## src/rtl/flush_queue_pkg.sv

```systemverilog
// Shared definitions for the flush queue: payload type and pointer/counter width helpers.
package flush_queue_pkg;

    localparam int GPREG_W = 32;

    typedef logic [GPREG_W-1:0] gpreg_t;

    // Pointer width for an n-entry ring; a single-entry ring still gets one bit.
    function automatic int idx_width(input int n);
        return (n <= 1) ? 1 : $clog2(n);
    endfunction

    // Counter width able to hold every value 0..n.
    function automatic int cnt_width(input int n);
        return $clog2(n + 1);
    endfunction

endpackage

```

## src/rtl/flush_queue_chk.sv

```systemverilog
// Protocol checker: a handshake must never push a full queue or pop an empty one.
module flush_queue_chk (
    input logic i_clk,
    input logic i_rst,
    input logic i_enq_fire,
    input logic i_deq_fire,
    input logic i_full,
    input logic i_empty,
    input logic i_bypass
);

    a_no_overflow: assert property (@(posedge i_clk) disable iff (i_rst)
        !(i_enq_fire && i_full && !i_deq_fire));

    a_no_underflow: assert property (@(posedge i_clk) disable iff (i_rst)
        !(i_deq_fire && i_empty && !i_bypass));

endmodule

```

## src/rtl/flush_queue_wrap_ctr.sv

```systemverilog
// Modulo-MAX pointer: wraps from MAX-1 back to 0 explicitly, clearable in one cycle.
module flush_queue_wrap_ctr
    import flush_queue_pkg::*;
#(
    parameter  int MAX = 2,
    localparam int W   = idx_width(MAX)
) (
    input  logic         i_clk,
    input  logic         i_rst,
    input  logic         i_clr,
    input  logic         i_inc,
    output logic [W-1:0] o_value
);

    logic [W-1:0] r_value;

    // Pointer state; reset beats clear, clear beats increment.
    always_ff @(posedge i_clk) begin
        if (i_rst) begin
            r_value <= {W{1'b0}};
        end else if (i_clr) begin
            r_value <= {W{1'b0}};
        end else if (i_inc) begin
            r_value <= (r_value == W'(MAX - 1)) ? {W{1'b0}} : r_value + W'(1);
        end else begin
            r_value <= r_value;
        end
    end

    assign o_value = r_value;

endmodule

```

## src/rtl/flush_queue.sv

```systemverilog
// Arbitrary-depth valid/ready FIFO with single-cycle flush, occupancy count,
// optional empty-queue fallthrough and optional full-queue pipe replace.
module flush_queue
    import flush_queue_pkg::*;
#(
    parameter  int DATA_W      = GPREG_W,
    parameter  int DEPTH       = 2,
    parameter  bit FALLTHROUGH = 1'b0,
    parameter  bit PIPE        = 1'b0,
    localparam int IDX_W       = idx_width(DEPTH),
    localparam int CNT_W       = cnt_width(DEPTH)
) (
    input  logic              i_clk,
    input  logic              i_rst,
    input  logic              i_flush,
    input  logic              i_enq_valid,
    output logic              o_enq_ready,
    input  logic [DATA_W-1:0] i_enq_data,
    output logic              o_deq_valid,
    input  logic              i_deq_ready,
    output logic [DATA_W-1:0] o_deq_data,
    output logic [CNT_W-1:0]  o_count,
    output logic              o_full,
    output logic              o_empty
);

    logic [DATA_W-1:0] r_store [DEPTH];
    logic [CNT_W-1:0]  r_count;
    logic [IDX_W-1:0]  w_head;
    logic [IDX_W-1:0]  w_tail;

    logic w_full;
    logic w_empty;
    logic w_enq_ready;
    logic w_deq_valid;
    logic w_enq_fire;
    logic w_deq_fire;
    logic w_bypass;
    logic w_do_write;
    logic w_do_read;

    assign w_full  = (r_count == CNT_W'(DEPTH));
    assign w_empty = (r_count == {CNT_W{1'b0}});

    // Flush gates both handshakes so nothing moves during the discard cycle.
    assign w_enq_ready = !i_flush && (!w_full || (PIPE && i_deq_ready));
    assign w_deq_valid = !i_flush && (!w_empty || (FALLTHROUGH && i_enq_valid));

    assign w_enq_fire = i_enq_valid && w_enq_ready;
    assign w_deq_fire = w_deq_valid && i_deq_ready;

    // An empty fallthrough queue hands the word straight across without touching storage.
    assign w_bypass   = FALLTHROUGH && w_empty && w_enq_fire && w_deq_fire;
    assign w_do_write = w_enq_fire && !w_bypass;
    assign w_do_read  = w_deq_fire && !w_bypass;

    flush_queue_wrap_ctr #(.MAX(DEPTH)) u_head (
        .i_clk   (i_clk),
        .i_rst   (i_rst),
        .i_clr   (i_flush),
        .i_inc   (w_do_read),
        .o_value (w_head)
    );

    flush_queue_wrap_ctr #(.MAX(DEPTH)) u_tail (
        .i_clk   (i_clk),
        .i_rst   (i_rst),
        .i_clr   (i_flush),
        .i_inc   (w_do_write),
        .o_value (w_tail)
    );

    // Storage is deliberately not reset; only accepted writes land.
    always_ff @(posedge i_clk) begin
        if (!i_rst && w_do_write) begin
            r_store[w_tail] <= i_enq_data;
        end
    end

    // Occupancy tracks net writes minus reads; reset and flush both empty it.
    always_ff @(posedge i_clk) begin
        if (i_rst) begin
            r_count <= {CNT_W{1'b0}};
        end else if (i_flush) begin
            r_count <= {CNT_W{1'b0}};
        end else begin
            case ({w_do_write, w_do_read})
                2'b10:   r_count <= r_count + CNT_W'(1);
                2'b01:   r_count <= r_count - CNT_W'(1);
                default: r_count <= r_count;
            endcase
        end
    end

    assign o_enq_ready = w_enq_ready;
    assign o_deq_valid = w_deq_valid;
    assign o_deq_data  = (FALLTHROUGH && w_empty) ? i_enq_data : r_store[w_head];
    assign o_count     = r_count;
    assign o_full      = w_full;
    assign o_empty     = w_empty;

    flush_queue_chk u_chk (
        .i_clk      (i_clk),
        .i_rst      (i_rst),
        .i_enq_fire (w_enq_fire),
        .i_deq_fire (w_deq_fire),
        .i_full     (w_full),
        .i_empty    (w_empty),
        .i_bypass   (w_bypass)
    );

endmodule

```

## config.mk

```make
export PLATFORM = sky130hd
export DESIGN_NAME = flush_queue
export DESIGN_NICKNAME = d
export VERILOG_FILES = /design/src/rtl/flush_queue_pkg.sv /design/src/rtl/flush_queue_chk.sv /design/src/rtl/flush_queue_wrap_ctr.sv /design/src/rtl/flush_queue.sv
export SDC_FILE = /design/constraint.sdc
export NUM_CORES = 1
export LEC_CHECK = 0
export CAP_MARGIN = 30
export CORE_ASPECT_RATIO = 0.9
export CORE_MARGIN = 5
export CORE_UTILIZATION = 40
export CTS_BUF_LIST = sky130_fd_sc_hd__clkbuf_2
export DETAILED_ROUTE_END_ITERATION = 7
export GPL_ROUTABILITY_DRIVEN = 0
export HOLD_SLACK_MARGIN = 0.06
export PLACE_DENSITY_LB_ADDON = 0.08
export SLEW_MARGIN = 20
export SYNTH_ARGS = -nofsm -noshare
export SYNTH_HDL_FRONTEND = slang
export SYNTH_SLANG_ARGS = --single-unit
```

## constraint.sdc

```tcl
create_clock -name i_clk -period 4.5 [get_ports i_clk]
set_clock_uncertainty 0.15 [all_clocks]
set_input_delay 0.9 -clock i_clk [delete_from_list [all_inputs] [get_ports i_clk]]
set_output_delay 0.9 -clock i_clk [all_outputs]
set_load 0.01 [all_outputs]
```

==> results by group <==
Clocking
  – CTS HTree Levels: 3
  – Clock Tree Buf Depth: 2
  – CTS resizes: 0
  – Reg clk slew, reported paths: 0.16 ns
  – Clock sink count: 69
  – Root buf cell: clkbuf_2
  – CTS buffer count: 9
  – Cts hold-fix bufs: 0
  – Post-CTS Setup Bufs: 0
  – Clk Latency, worst-skew pair: 0.45 ns
  – CTS tree: done

Power and ir drop
  – Worst vdd rail ir drop: 175 uV
  – Leak pwr: 0.00117 uW
  – Power Density: 322 nW/um^2

STA
  – Post-route setup slack: 1.36 ns
  – Max Fclk: 318 MHz
  – Final Cycle Share: 69.8%
  – Worst-margin pin slew: 0.820 ns
  – RSZ-0062 raised after global routing: no
  – Hold slack: 0.384 ns
  – Final setup viols: 0
  – Max_slew headroom: 45.3%
  – Setup tns final: 0 ns
  – Tmin final: 3.14 ns
  – Final hold vios: 0
  – Fin. max-slew vios: 0

Global route
  – First-pass GRT wire length: 7870 um
  – Gr usage total: 13.2%
  – Global route overflow: 0
  – Initial antenna violation count: 0
  – Number of global-route vias before repair: 1,581
  – Largest net degree at the start of global routing: 33

Synth
  – Mapped Avg Cell Area: 19.8 um^2
  – Post-Synth Adder-Cell Area: 0.490%
  – Post-synthesis sequential area ratio: 79.3%
  – Largest area contributor in the netlist: edfxtp_1
  – Synthesized cell area: 2550 um^2
  – Mapped Cells: 129
  – Yosys reg bits: 69
  – Compound-cell area share of the yosys netlist: 0.981%
  – Largest family of logic cells by synthesized area: multiplexers
  – Share of the synthesized area in the top cell type: 75.3%
  – Dominant cells by area after synthesis: edfxtp_1 75%, mux2_2 13%, dfxtp_1 3.9%
  – Post-synthesis mux area share: 14.1%
  – Syn. warnings: 0
  – Distinct cells, synth: 20
  – Post-Synth XOR/XNOR Area: 1.03%
  – Net Count, Synth: 167
  – Synth Area in Simple Gates: 3.24%

Critical path
  – R2r setup slk: 1.98 ns
  – CP required: 3.45 ns
  – CP max FO: 4
  – Crit. End Element: primary output
  – Register-to-Register Path Depth: 4
  – Critical R2R Capture: r_store[1][16]
  – Worst setup startpoint: i_flush
  – Worst setup SP type: input pin
  – Worst path arrival time: 2.09 ns
  – Worst Setup Path Type: in2out
  – Reg2Reg Launch Point: o_count[0]

Floorplanning
  – Core area: 6150 um^2
  – Initial Util: 41.5%
  – Die Width: 94.2 um
  – Die area: 8080 um^2
  – Chip height: 85.8 um
  – Boundary Pins: 75
  – Num rows: 27

Route
  – Antenna Nets Post-Route: 0
  – Drt pass-1 iters: 4
  – Drt via density: 4.59
  – Avg WL per Cell: 15.8 um
  – DRC Markers: 0
  – Final wirelength: 4830 um
  – DR vias: 1,399
  – Initial drt markers: 106

Hold path
  – Hold endpoint: u_head.o_value
  – Hold Startpoint: u_head.o_value
  – Worst min path class: reg2reg
  – Hold depth: 2

Final layout
  – Layout cells sized above 1: 23.9%
  – Total Nets Final: 251
  – Area delta synth->final: 38.1%
  – Antenna diode count: 0
  – Final std cell area, no fill: 3520 um^2

Placement
  – Pre-CTS WS: 1.07 ns
  – Port Buffers: 74
  – Placed inst area: 3420 um^2
  – DP HPWL: 3410 um

Run
  – MaxCap Viol Count: 0

Outcome
  – Outcome: finished, final reports clean
layout make-up:
class	instances	area, um^2
Clock buffer	11	55.1
Tap cell	87	109
Clock inverter	5	51.3
Multi-Input combinational cell	55	518
Sequential cell	69	2020
Inverter	1	3.75
Timing Repair Buffer	77	763
Fill cell	522	2630
per-stage QoR:
step / total power (uW) / instances / utilization, %
2_1_floorplan: 759 / 129 / -
4_1_cts: 1150 / 305 / 57.3
3_5_place_dp: 824 / 289 / 55.6
6_report: 1130 / 305 / 57.3
3_3_place_gp: 821 / 289 / 55.6
5_1_grt: 1190 / 305 / 57.3
synthesized netlist by cell type:
cell type and instances:
o21ai_0 3, nor2_1 6, and2_1 1, dfxtp_1 5, mux2_2 30, edfxtp_1 64
nor3b_2 1, xor2_1 2, nor2b_1 1, nor3_1 1, or3_1 2, ha_1 1
or2_2 1, buf_2 3, xnor2_1 1, clkbuf_1 1, a21oi_1 2, or3_4 1
mux2_1 2, inv_1 1
power by group:
group / internal, uW / total [uW] / switching [uW]
sequential: 713 / 716 / 3.31
clock: 130 / 326 / 196
combinational: 58.0 / 92.1 / 34.1
total: 901 / 1130 / 234
how the worst max path moves through the flow:
stage | to | slack, ns | depth (start not counted)
after detailed placement | r_store[1][28] | 1.07 | 5
after global routing | o_deq_data[10] | 1.24 | 3
after global placement | r_store[1][25] | 1.15 | 5
after CTS | o_deq_data[10] | 1.32 | 3
final | o_deq_valid | 1.36 | 3
after floorplan | r_store[0][0] | 0.36 | 3
worst max-delay path, cell delays in order:
cell             delay (ns)
clkdlybuf4s50_1        0.46
nor2_1                 0.16
clkdlybuf4s50_1        0.57
flip-flops by register name, summed over array words and instances, names as in the netlist, named ones only:
name            count
o_count             2
r_store            64
u_head.o_value      1
u_tail.o_value      1
metal layers:
layer  GRT usage (%)  wire, um
met5               0         0
met4            7.09        78
met3            5.26       326
met2            22.0      2510
met1            14.5      1910
cell usage in the layout (no fill, tap or decap), drive strengths merged, types with 2 or more instances in the layout:
cell / Yosys / final
o21ai: 3 / 3
nor2: 6 / 6
clkinv: 0 / 3
a21oi: 2 / 2
mux2: 32 / 32
buf: 3 / 3
or3: 3 / 3
clkdlybuf4s50: 0 / 74
clkbuf: 1 / 11
dfxtp: 5 / 5
edfxtp: 64 / 64
xor2: 2 / 2
cells by family (layout without fill, tap and decap cells):
group	Yosys count	in the layout
flip-flops	69	69
multiplexers	32	32
AND/OR/NAND/NOR	14	14
AO/OA/AOI/OAI	5	5
buffers and inverters	5	94
XOR/XNOR	3	3
adder cells (fa/ha/maj)	1	1
Note: power is estimated with default switching activity, not from simulation.
